--- src/rtl/imem_loader.sv ---
// imem_loader: boot-time instruction memory writer.
// Accepts a byte stream (valid/ready), packs bytes big-endian into 32-bit
// words, issues one write strobe per word and holds the core in reset until
// the whole image has been written. Any malformed image ends in a terminal
// error state that keeps the core in reset.
module imem_loader #(
    parameter int ADDR_W = 6
) (
    input  logic              clk,
    input  logic              reset,
    input  logic              s_valid,
    output logic              s_ready,
    input  logic [7:0]        s_data,
    input  logic              s_last,
    output logic              we,
    output logic [ADDR_W-1:0] waddr,
    output logic [31:0]       wdata,
    output logic              cpu_reset,
    output logic              done,
    output logic              err,
    output logic [ADDR_W:0]   word_count
);

    typedef enum logic [2:0] {
        IDLE  = 3'd0,
        LOAD  = 3'd1,
        WRITE = 3'd2,
        DONE  = 3'd3,
        ERR   = 3'd4
    } state_t;

    state_t              state_reg, state_next;
    logic [1:0]          byte_idx_reg, byte_idx_next;
    logic [23:0]         shift_reg, shift_next;
    logic                last_reg, last_next;
    logic                we_reg, we_next;
    logic [ADDR_W-1:0]   waddr_reg, waddr_next;
    logic [31:0]         wdata_reg, wdata_next;
    logic                cpu_reset_reg, cpu_reset_next;
    logic                done_reg, done_next;
    logic                err_reg, err_next;
    logic [ADDR_W:0]     word_count_reg, word_count_next;

    logic                accept;
    logic [ADDR_W:0]     count_inc;

    // Only the LOAD state takes bytes; everything else back-pressures.
    assign s_ready   = (state_reg == LOAD);
    assign accept    = s_valid && (state_reg == LOAD);
    // The extra top bit of the incremented count flags a full memory.
    assign count_inc = word_count_reg + {{ADDR_W{1'b0}}, 1'b1};

    assign we         = we_reg;
    assign waddr      = waddr_reg;
    assign wdata      = wdata_reg;
    assign cpu_reset  = cpu_reset_reg;
    assign done       = done_reg;
    assign err        = err_reg;
    assign word_count = word_count_reg;

    // State and registered outputs; asynchronous active-low reset.
    always_ff @(posedge clk or negedge reset) begin
        if (!reset) begin
            state_reg      <= IDLE;
            byte_idx_reg   <= 2'd0;
            shift_reg      <= 24'd0;
            last_reg       <= 1'b0;
            we_reg         <= 1'b0;
            waddr_reg      <= '0;
            wdata_reg      <= 32'd0;
            cpu_reset_reg  <= 1'b1;
            done_reg       <= 1'b0;
            err_reg        <= 1'b0;
            word_count_reg <= '0;
        end else begin
            state_reg      <= state_next;
            byte_idx_reg   <= byte_idx_next;
            shift_reg      <= shift_next;
            last_reg       <= last_next;
            we_reg         <= we_next;
            waddr_reg      <= waddr_next;
            wdata_reg      <= wdata_next;
            cpu_reset_reg  <= cpu_reset_next;
            done_reg       <= done_next;
            err_reg        <= err_next;
            word_count_reg <= word_count_next;
        end
    end

    // Next-state and next-output logic; every register holds by default.
    always_comb begin
        state_next      = state_reg;
        byte_idx_next   = byte_idx_reg;
        shift_next      = shift_reg;
        last_next       = last_reg;
        we_next         = 1'b0;
        waddr_next      = waddr_reg;
        wdata_next      = wdata_reg;
        cpu_reset_next  = cpu_reset_reg;
        done_next       = done_reg;
        err_next        = err_reg;
        word_count_next = word_count_reg;

        case (state_reg)
            IDLE: begin
                state_next = LOAD;
            end

            LOAD: begin
                if (accept) begin
                    shift_next    = {shift_reg[15:0], s_data};
                    byte_idx_next = byte_idx_reg + 2'd1;
                    if (byte_idx_reg == 2'd3) begin
                        // Fourth byte completes the word: strobe it next cycle.
                        wdata_next = {shift_reg, s_data};
                        waddr_next = word_count_reg[ADDR_W-1:0];
                        we_next    = 1'b1;
                        last_next  = s_last;
                        state_next = WRITE;
                    end else if (s_last) begin
                        // Image ends mid-word: drop the partial word.
                        err_next   = 1'b1;
                        state_next = ERR;
                    end
                end
            end

            WRITE: begin
                word_count_next = count_inc;
                if (last_reg) begin
                    done_next      = 1'b1;
                    cpu_reset_next = 1'b0;
                    state_next     = DONE;
                end else if (count_inc[ADDR_W]) begin
                    // Memory full and the image still has not ended.
                    err_next   = 1'b1;
                    state_next = ERR;
                end else begin
                    state_next = LOAD;
                end
            end

            DONE: begin
                state_next = DONE;
            end

            ERR: begin
                state_next = ERR;
            end

            default: begin
                state_next = IDLE;
            end
        endcase
    end

endmodule

--- config.mk ---
export PLATFORM = sky130hd
export DESIGN_NAME = imem_loader
export DESIGN_NICKNAME = d
export VERILOG_FILES = /design/src/rtl/imem_loader.sv
export SDC_FILE = /design/constraint.sdc
export NUM_CORES = 1
export LEC_CHECK = 0
export BUFFER_PORTS_ARGS = -buffer_cell sky130_fd_sc_hd__clkbuf_2
export CORE_AREA = 2 2 93 95
export DETAILED_ROUTE_END_ITERATION = 7
export DIE_AREA = 0 0 95 97
export SLEW_MARGIN = 0
export SYNTH_ARGS = -nofsm -noshare
export SYNTH_HDL_FRONTEND = slang
export SYNTH_SLANG_ARGS = --single-unit
--- constraint.sdc ---
create_clock -name clk -period 2.5 [get_ports clk]
set_input_delay 0.25 -clock clk [delete_from_list [all_inputs] [get_ports clk]]
set_output_delay 0.25 -clock clk [all_outputs]
set_load 0.01 [all_outputs]
**Word level (Yosys, flattened, before mapping)**

Cells that the tools add are included.

- Add/subtract/negate cells: 2
- Multiply operators: 0
- Div/mod/pow operators: 0
- Order comparisons: 0
- Equality and inequality tests: 11
- Shift operators: 0
- Mux-type cells: 15
- Bitwise operators: 0
- Reductions and logical operators: 8

Operators by type and width:

| cell | count |
|---|---|
| $mux 3 | 5 |
| $pmux 3 s5 | 1 |
| $mux 1 | 8 |
| $add 7x1->7 const B | 1 |
| $eq 3x2->1 const B | 2 |
| $ne 2x2->1 const B | 3 |
| $reduce_and 2->1 | 3 |
| $reduce_and 6->1 | 1 |
| $ne 2x1->1 const B | 2 |
| $eq 3x1->1 const B | 1 |
| $eq 3x3->1 const B | 1 |
| $logic_not 3->1 | 1 |
| $ne 3x1->1 const B | 1 |
| $reduce_and 3->1 | 1 |
| $add 2x1->2 const B | 1 |
| $eq 2x2->1 const B | 1 |
| $pmux 1 s2 | 1 |
| $reduce_bool 2->1 | 1 |
| $logic_and 1x1->1 | 1 |

- Bits in registers: 79
- Bits in latches: 0
- RAM bits: 0
- Memory bits (read-only): 0
- Input port bits: 12
- Output and inout bits: 50
- Word-level logic and storage cells: 47
- Memories kept: 0

**Longest topological paths before layout**

Gate-level depths: netlist of the first run.

- Depth after elaboration: 4
- Mapped depth: 6
- Depth with buffers taken out: 5

**Least setup slack after synthesis of the first run**

OpenSTA, ideal clock, no wires.

- Kind: reg-to-reg
- Start: reg state_reg[2]
- End: reg last_reg
- Setup time: 0.125 ns
- Arrival: 1.524 ns
- Data required time: 2.375 ns
- Setup slack: 0.851 ns
- Cell stages (with the launch flop): 7
- Path buffers: 2
- Clock period less this slack: 1.649 ns
- Cell sequence: dfrtp_1 nor3b_2 and2_1 buf_6 nand2_4 buf_6 mux2_4

- Longest elaborated chain between the ends: 3

Ends and longest elaborated chain:

| what | line | text |
|---|---|---|
| start, declared | 32 | `state_t state_reg, state_next;` |
| start signal, assigned | 76 | `state_reg <= state_next;` |
| $eq 3x1->1 * | n/a |  |
| named net s_ready | 12 | `output logic s_ready,` |
| $logic_and 1x1->1 | 49 | `assign accept = s_valid && (state_reg == LOAD);` |
| $reduce_and 3->1 (no source line) * | n/a |  |
| end signal, assigned | 79 | `last_reg <= last_next;` |
| end, declared | 35 | `logic last_reg, last_next;` |

Mark *: on every way through the listed nets, which the timed path passes. The rest lies on a longest branch.
A chain may end at the register's enable or synchronous reset.

**Final worst setup path of the first run**

- Start: reg state_reg[2]
- End: reg wdata_reg[6] (netlist: wdata[6])

- Longest elaborated chain between the ends: 3

Ends and longest elaborated chain:

| what | line | text |
|---|---|---|
| $eq 3x1->1 * | 49, 104 |  |
| $logic_and 1x1->1 | 49 |  |
| $reduce_and 3->1 (no source line) * | n/a |  |
| end signal, assigned | 82 | `wdata_reg <= wdata_next;` |
| end, declared | 38 | `logic [31:0] wdata_reg, wdata_next;` |

Every way passes the cells marked *; elsewhere a longest branch is shown, timed or not.

==> reports/results.tsv, run 1 <==
metric	value	unit
period_share	0.718	
dieArea	9220	µm²
crit_family	simple AND/OR/NAND/NOR gates	
crit_path_cell_trace	nor3b_2 > and2_1 > nand2_4 > buf_12 > mux2_4	
clk_latency	340	ps
num-fill-cells	730	
comb_power_share	0.019	
clockBufferDepth	2	
top_usage_layer	met1	
largest_register_ffs	32	
tritoncts	yes	
setup_viol	0	
dp_cells	355	
nets	276	
synth.net_count	205	
vias_per_cell	4.65	
cp_slowest_stage_delay	450	ps
p_int	0.00178	W
placed_area	3650	µm²
rsz0062_at_grt	no	
via_count	1728	
swShare	0.217	
p_total	0.00227	W
route.detailed.drc	0	
postSynth.asyncResetShare	1.00	
ir_drop	0.335	mV
worst_slew_pin_slew	493	ps
final_common_cell	dfrtp_1	
max_freq	0.557	GHz
final_cell_area	3870	µm²
worst-path-max-fanout	19	
htree_levels	3	
grt_max_degree	43	
switchingPower	0.000493	W
cp.depth	5	
leakage	2.16	nW
track_usage	0.131	
hold_viol	0	
p_clk_frac	0.420	
initial_core_util	0.396	
io_buffers	61	
holdPathStages	2	
wl	5470	µm
final_antenna_net_count	0	
reg2reg_depth	5	
final_cells	372	
die_w	95	µm
avgRoutedWirePerCell	14.7	µm
ys.flop_type	dfrtp_1	
crit_buf_inv	1	
fp.coreArea	8130	µm²
worstPathRequired	2720	ps
finClkSkew	13.7	ps
io_pins	62	
grt_pass1_wl	9400	µm
root_buffer	clkbuf_8	
grt_pass1_vias	1804	
ys_ff_latch	79	
rows	33	
cts-buffers-inserted	9	
synth_cell_types	29	
grt.overflow.total	0	
p_per_area	588	nW/µm²
crit_path_start_kind	flip-flop	
antenna_found_initial	0	
clk_pin_slew	90	ps
die_y	97	µm
syn_to_final_growth	20.0	%
avgSynthCellArea	16.9	µm²
critPathCaptureType	flip-flop	
slew_violations	0	
syn_area	3220	µm²
setup_tns	0	ps
layout_common_cells	dfrtp_1, clkbuf_2, mux2_4	
syn_inst	191	
drtIter0Drc	32	
hold_path_class	in2reg	
period_minus_slack	1800	ps
arrival	2020	ps
hpwlAfterDp	3710	µm
ys_seq_area_frac	0.614	
max-slew-margin-rel	0.671	
grt_use_met2	0.186	
gp_congestion	0.757	
dr.pass1.iters	3	
status	finished clean	
critPathKind	reg2reg	
critPathSlowestCell	dfrtp_1	
final_layout_size_suffix_gt1_frac	0.573	
cts_sinks	79	
maxCapViolations	0	
antenna_cells	0	
synth_edf_count	0	
yosysWarnings	0	
grt_use_met3	0.0195	
use_met1	0.195	
final_util	0.476	
p_seq_frac	0.562	
[final timing paths]
kind                                     startpoint  slack, ps                     to
min in group asynchronous                     reset        430   wdata[2]$_DFFE_PN0P_
setup / recovery           state_reg[2]$_DFFE_PN0P_        700   wdata[6]$_DFFE_PN0P_
hold / removal                            s_data[4]        160   wdata[4]$_DFFE_PN0P_
setup reg to reg           state_reg[2]$_DFFE_PN0P_        700   wdata[6]$_DFFE_PN0P_
hold reg to reg                    done$_DFFE_PN0P_        470       done$_DFFE_PN0P_
max in group asynchronous                     reset       1410  cpu_reset$_DFFE_PN1P_
[cell families after synthesis]
family / share of synthesized area
xor gates and xnor gates: 0.0217
buffers and inverters: 0.0233
and+or+nand+nor: 0.0373
muxes: 0.276
AOI/OAI and AO/OA: 0.0202
adders and majority gates: 0.00776
DFF: 0.614
[cell usage after synthesis (2+ instances only)]
cell type | number | area share
nor3b_2 | 2 | 0.0078
xor2_1 | 4 | 0.011
dfrtp_1 | 78 | 0.61
nand4_1 | 2 | 0.0039
xnor2_1 | 4 | 0.011
a21o_1 | 2 | 0.0047
nand2_1 | 3 | 0.0035
buf_4 | 2 | 0.0047
nand3_1 | 2 | 0.0031
buf_6 | 5 | 0.017
ha_1 | 2 | 0.0078
mux2_2 | 27 | 0.094
a21oi_1 | 2 | 0.0031
mux2_4 | 39 | 0.18
nor2_1 | 3 | 0.0035
[worst reg2reg max path, delay by kind of cell, from the launching register on]
family / cells / cell delay (ps)
DFF: 1 / 450
and+or+nand+nor: 3 / 660
muxes: 1 / 300
buffers and inverters: 1 / 260
[per-stage QoR]
| stage | hold slack, ps | setup WS [ps] |
|---|---|---|
| final | 155 | 705 |
| after global routing | 143 | 586 |
| after CTS | 141 | 673 |
| after detailed placement | 251 | 685 |
| after global placement | 251 | 722 |
| after floorplan | -45.6 | 851 |
[power by group through the flow]
| stage | logic, W | registers [W] | clock network (W) |
|---|---|---|---|
| global placement | 0.0000439 | 0.00130 | 0 |
| global route | 0.0000502 | 0.00128 | 0.00105 |
| finish | 0.0000427 | 0.00128 | 0.000953 |
| floorplan | 0.00000155 | 0.00130 | 0 |
| detailed placement | 0.0000438 | 0.00130 | 0 |
| CTS | 0.0000453 | 0.00128 | 0.000990 |
[area by class of cell]
class | count | area, µm² | area share
Clock buffer | 10 | 138 | 0.0356
Clock inverter | 6 | 67.6 | 0.0175
Tap cell | 105 | 131 | 0.0340
Sequential cell | 79 | 1980 | 0.511
Inverter | 1 | 3.75 | 0.000970
Multi-Input combinational cell | 104 | 1170 | 0.302
Timing Repair Buffer | 67 | 380 | 0.0983
[timing repair]
item | 4_1_cts | 5_1_grt
hold buffers | 1 | 0
endpoints found under the hold margin | 37 | 0
setup buffers | 0 | 0
gates resized for setup | 0 | 0
[layer usage]
metal,routed length [µm],vias to the layer above,part of all wire
met4,112,0,0.020
met2,2590,28,0.47
met1,2620,873,0.48
met3,146,10,0.027
li1,-,817,-
met5,0,-,0
Power figures use the tool's default switching activity.
==> run 2: changes to the inputs <==
--- a/config.mk
+++ b/config.mk
@@ -5,10 +5,11 @@
 export SDC_FILE = /design/constraint.sdc
 export NUM_CORES = 1
 export LEC_CHECK = 0
+export ABC_AREA = 1
 export BUFFER_PORTS_ARGS = -buffer_cell sky130_fd_sc_hd__clkbuf_2
-export CORE_AREA = 2 2 93 95
+export CORE_AREA = 2 2 91 93
 export DETAILED_ROUTE_END_ITERATION = 7
-export DIE_AREA = 0 0 95 97
+export DIE_AREA = 0 0 93 95
 export SLEW_MARGIN = 0
 export SYNTH_ARGS = -nofsm -noshare
 export SYNTH_HDL_FRONTEND = slang
==> constraint.sdc (replaced) <==
create_clock -name clk -period 1.8 [get_ports clk]
set_input_delay 0.18 -clock clk [delete_from_list [all_inputs] [get_ports clk]]
set_output_delay 0.18 -clock clk [all_outputs]
set_load 0.01 [all_outputs]
==> reports/results.tsv, run 2 <==
metric	value	unit	change
worstReg2RegEnd	shift_reg[22]$_DFFE_PN0P_		
final_layout_size_suffix_gt1_frac	0.229		-0.344
dr.pass1.iters	4		+1
largest_register_ffs	32		unchanged
setup_tns	0	ps	unchanged
crit_path_start_kind	flip-flop		
period_share	0.875		+0.157
dpl_worst_slack	226	ps	-459 ps
hold_viol	0		unchanged
holdPathStages	3		+1
htree_levels	3		unchanged
synth_edf_count	0		unchanged
final_util	0.464		-0.0113
max-slew-margin-rel	0.714		+0.0421
comb_power_share	0.313		+0.294
ir_drop	0.730	mV	+120%
avgSynthCellArea	9.74	µm²	-42%
gp_congestion	0.821		+8.5%
maxCapViolations	0		unchanged
syn_to_final_growth	20.0	%	about the same
ys.flop_type	dfrtp_1		
rows	33		unchanged
netlist_top_cells_area	dfrtp_1, nand2_1, o21ai_0		
setup_ws	226	ps	-479 ps
dieArea	8840	µm²	-4.1%
synth_top_area_cell	dfrtp_1		
worstPathRequired	2020	ps	-700 ps
synth_top_area_frac	0.636		+0.0309
arrival	1800	ps	-220 ps
hold_ws	56.0	ps	-99.3 ps
cts-buffers-inserted	9		unchanged
layout_common_cells	nand2_1, dfrtp_1, clkbuf_2		
postSynth.asyncResetShare	1.00		unchanged
ys_seq_area_frac	0.645		+0.0313
ys_ff_latch	79		unchanged
critPathCaptureType	flip-flop		
nets	394		+43%
drtIter0Drc	104		+230%
synth.net_count	329		+60%
rr_startpoint	state_reg[2]$_DFFE_PN0P_		
clk_pin_slew	80	ps	about the same
swShare	0.362		+0.146
wl	5890	µm	+7.6%
hpwlAfterDp	4020	µm	+8.4%
critPathKind	reg2reg		
grt_pass1_wl	9980	µm	+6.2%
grt.overflow.total	0		unchanged
p_total	0.00595	W	+160%
clk_latency	340	ps	about the same
io_buffers	61		unchanged
die_y	95	µm	-2.1%
die_w	93	µm	-2.1%
yosysWarnings	0		unchanged
route.detailed.drc	0		unchanged
grt_pass1_vias	2022		+12%
clockBufferDepth	2		unchanged
worst-path-max-fanout	35		+16
antenna_cells	0		unchanged
antenna_found_initial	0		unchanged
hold_path_class	in2reg		
leakage	1.98	nW	-8.6%
p_seq_frac	0.473		-0.089
io_pins	62		unchanged
setup_viol	0		unchanged
final_common_cell	nand2_1		
via_count	2219		+28%
grt_max_degree	48		+12%
cts_sinks	79		unchanged
vias_per_cell	4.53		-2.5%
root_buffer	clkbuf_8		
hold_path_startpoint	s_last		
rrSetupSlack	230	ps	-480 ps
p_per_area	1620	nW/µm²	+180%
max_freq	0.635	GHz	+14%
syn_inst	315		+65%
fp.coreArea	7930	µm²	-2.5%
syn_area	3070	µm²	-4.9%
postCtsSetupRepairBufs	0		unchanged
switchingPower	0.00216	W	+340%
yosysMostFrequentCell	nand2_1		
status	finished clean		
finClkSkew	12.9	ps	-0.802 ps
tritoncts	yes		
rsz0062_at_grt	no		
worst_slew_pin_slew	430	ps	-63.1 ps
period_minus_slack	1570	ps	-221 ps
p_int	0.00379	W	+110%
slew_violations	0		unchanged
reg2reg_depth	7		+2
track_usage	0.148		+0.0170
synth_cell_types	22		-24%
final_antenna_net_count	0		unchanged
initial_core_util	0.387		-0.00941
avgRoutedWirePerCell	12.0	µm	-18%
synth_commonest_cells	nand2_1, dfrtp_1, o21ai_0		
hold_path_end	last_reg$_DFFE_PN0P_		
p_clk_frac	0.214		-0.206
run 2: power groups by stage:
stage | clock network, W | logic (W) | registers, W
2_1_floorplan | 0 | 0.00105 | 0.00296
3_3_place_gp | 0 | 0.00184 | 0.00284
3_5_place_dp | 0 | 0.00189 | 0.00285
4_1_cts | 0.00131 | 0.00190 | 0.00282
5_1_grt | 0.00139 | 0.00215 | 0.00290
6_report | 0.00127 | 0.00186 | 0.00281
run 2: kinds of logic (layout without fill, tap and decap cells):
family / after synthesis / in the layout / share of synthesized area
AND/OR/NAND/NOR: 124 / 124 / 0.166
flip-flops: 79 / 79 / 0.645
AO/OA/AOI/OAI: 58 / 58 / 0.0963
buffers and inverters: 46 / 116 / 0.0673
XOR/XNOR: 6 / 6 / 0.0171
adder cells (fa/ha/maj): 2 / 2 / 0.00816
run 2: repair_timing:
action                                 in CTS  in global routing
resized for setup                           0                  0
endpoints found under the hold margin      32                  0
hold buffers                                1                  0
run 2: how the worst max path moves through the flow:
stage	slack [ps]	endpoint	startpoint
after global routing	80	shift_reg[22]$_DFFE_PN0P_	state_reg[2]$_DFFE_PN0P_
final	230	shift_reg[22]$_DFFE_PN0P_	state_reg[2]$_DFFE_PN0P_
after detailed placement	230	shift_reg[22]$_DFFE_PN0P_	state_reg[2]$_DFFE_PN0P_
after CTS	210	shift_reg[22]$_DFFE_PN0P_	state_reg[2]$_DFFE_PN0P_
after global placement	300	shift_reg[19]$_DFFE_PN0P_	state_reg[2]$_DFFE_PN0P_
after floorplan	480	state_reg[1]$_DFFE_PN0P_	byte_idx_reg[0]$_DFFE_PN0P_
run 2: final cells by class:
type                    instances  area (µm²)
inverters                      34         128
repair buffers                 66         373
clock inverters                 6        61.3
flip-flops and latches         79        1980
multi-input cells             190         882
fillers                       780        4250
well taps                     105         131
clock buffers                  10         128
run 2: critical path: stages, from the launching register on:
cell and delay (ps):
dfrtp_1 420, nor2_4 140, nand2_2 110, nor2_8 120, buf_4 320, inv_2 190, nand2_1 90, o21ai_0 70
run 2: per-stage QoR:
stage,cell area (µm²),std cells
floorplan,3070,315
CTS,3680,490
global route,3680,490
detailed placement,3480,473
finish,3680,490
global placement,3480,473
run 2: metal layers:
layer	share of wire	track usage	up-vias
li1	-	-	1115
met1	0.51	0.218	1038
met2	0.42	0.197	57
met3	0.049	0.0383	9
met4	0.022	0.0833	0
met5	0	0	-
==> run 3: changes to the inputs <==
==> constraint.sdc (replaced) <==
create_clock -name clk -period 1.3 [get_ports clk]
set_input_delay 0.13 -clock clk [delete_from_list [all_inputs] [get_ports clk]]
set_output_delay 0.13 -clock clk [all_outputs]
set_load 0.01 [all_outputs]
==> reports/results.tsv, run 3 (synthesis results as in run 2) <==
metric	value	unit	change
slew_violations	0		unchanged
leakage	2.18	nW	+10%
cp_slowest_stage_delay	370	ps	-50 ps
final_antenna_net_count	0		unchanged
grt_pass1_wl	10400	µm	+4.2%
avgRoutedWirePerCell	12.4	µm	+3.6%
maxCapViolations	0		unchanged
htree_levels	3		unchanged
grt.overflow.total	0		unchanged
largest_register_ffs	32		unchanged
p_clk_frac	0.203		-0.011
worst-path-max-fanout	6		-83%
fp.coreArea	7930	µm²	unchanged
critPathSlowestCell	dfrtp_1		
critPathKind	reg2reg		
io_pins	62		unchanged
p_seq_frac	0.427		-0.046
swShare	0.371		+0.00805
final_util	0.521		+0.0568
cts-buffers-inserted	9		unchanged
hpwlAfterDp	4340	µm	+8.0%
dp_cells	490		+3.6%
wl	6430	µm	+9.3%
comb_power_share	0.371		+0.058
initial_core_util	0.387		unchanged
die_w	93	µm	unchanged
track_usage	0.154		+0.00584
placed_area	3650	µm²	+4.9%
ir_drop	1.10	mV	+50%
hold_path_class	in2reg		
grt_max_degree	43		-10%
violations	setup timing		
crit_path_cell_trace	inv_2 > nor2_4 > nand2_4 > nor2_8 > buf_12 > buf_12 > nand2_4 > o21ai_2		
crit_path_start_kind	flip-flop		
switchingPower	0.00341	W	+58%
clk_latency	360	ps	+20 ps
via_count	2291		+3.2%
max_freq	0.759	GHz	+20%
cts_sinks	79		unchanged
period_minus_slack	1320	ps	-257 ps
final_cells	517		+5.5%
finClkSkew	8.64	ps	-4.23 ps
crit_family	simple AND/OR/NAND/NOR gates		
clockBufferDepth	2		unchanged
worstPathRequired	1600	ps	-420 ps
hold_viol	0		unchanged
critPathCaptureType	flip-flop		
final_cell_area	4130	µm²	+12%
io_buffers	61		unchanged
period_share	1.01		+0.139
rows	33		unchanged
antenna_cells	0		unchanged
p_per_area	2230	nW/µm²	+38%
grt_pass1_vias	2112		+4.5%
gp_congestion	0.773		-5.9%
worst_slew_pin_slew	360	ps	-70.0 ps
p_total	0.00920	W	+55%
max-slew-margin-rel	0.760		+0.0467
antenna_found_initial	0		unchanged
tritoncts	yes		
status	finished with violations		
root_buffer	clkbuf_8		
p_int	0.00579	W	+53%
die_y	95	µm	unchanged
final_layout_size_suffix_gt1_frac	0.337		+0.109
syn_to_final_growth	34.7	%	
layout_common_cells	nand2_1, dfrtp_1, clkbuf_2		
dr.pass1.iters	4		unchanged
arrival	1620	ps	-180 ps
final_common_cell	nand2_1		
route.detailed.drc	0		unchanged
setup_viol	4		+4
crit_buf_inv	3		+1
drtIter0Drc	145		+39%
vias_per_cell	4.43		-2.1%
rsz0062_at_grt	yes		
setup_ws	-17.3	ps	-243 ps
clk_pin_slew	90	ps	about the same
nets	421		+6.9%
num-fill-cells	745		-4.5%
dieArea	8840	µm²	unchanged
run 3: path summary, 6_finish.rpt:
check / from / to / slack (ps) / cells past startpoint
setup / recovery: state_reg[0]$_DFFE_PN0P_ / wdata[4]$_DFFE_PN0P_ / -20 / 8
hold / removal: s_data[0] / shift_reg[0]$_DFFE_PN0P_ / 6 / 3
min in group asynchronous: reset / word_count[1]$_DFFE_PN0N_ / 220 / 2
max in group asynchronous: reset / shift_reg[14]$_DFFE_PN0P_ / 540 / 3
setup reg to reg: state_reg[0]$_DFFE_PN0P_ / wdata[4]$_DFFE_PN0P_ / -20 / 8
hold reg to reg: cpu_reset$_DFFE_PN1P_ / cpu_reset$_DFFE_PN1P_ / 460 / 2
run 3: per-stage QoR:
step	TNS, ps	hold WS (ps)	setup WS (ps)
2_1_floorplan	0	-166	4.44
5_1_grt	-3210	42.6	-99.2
3_3_place_gp	0	61.9	11.9
4_1_cts	-783	0.658	-57.5
6_report	-36.7	5.70	-17.3
3_5_place_dp	-101	67.2	-41.3
run 3: tightest hold or removal path, cell delays in order:
cell and delay, ps:
clkbuf_2 70, nand2_1 60, o21ai_0 60
run 3: routing by layer:
metal,wire length (µm),track usage
met1,3180,0.219
met2,2900,0.223
met3,275,0.0447
met4,86,0.0588
met5,0,0
run 3: what timing repair did:
action	in CTS	in global routing
setup endpoints to repair	15	65
resized for setup	5	62
hold buffers	7	0
buffers inserted	1	2
endpoints found under the hold margin	33	0
pin swaps	1	3
gates cloned	0	2
run 3: power groups by stage:
stage                     logic [W]  clock network, W  registers (W)
final                       0.00341           0.00187        0.00392
after global routing        0.00381           0.00203        0.00404
after CTS                   0.00292           0.00191        0.00390
after detailed placement    0.00289                 0        0.00393
after global placement      0.00283                 0        0.00393
after floorplan             0.00148                 0        0.00410
run 3: final cells by class:
| type | instances | area (µm²) | share of cell area |
|---|---|---|---|
| clock buffers | 9 | 124 | 0.0300 |
| clock inverters | 7 | 78.8 | 0.0191 |
| inverters | 34 | 140 | 0.0339 |
| multi-input cells | 190 | 998 | 0.242 |
| flip-flops and latches | 79 | 1980 | 0.479 |
| well taps | 105 | 131 | 0.0318 |
| repair buffers | 93 | 681 | 0.165 |
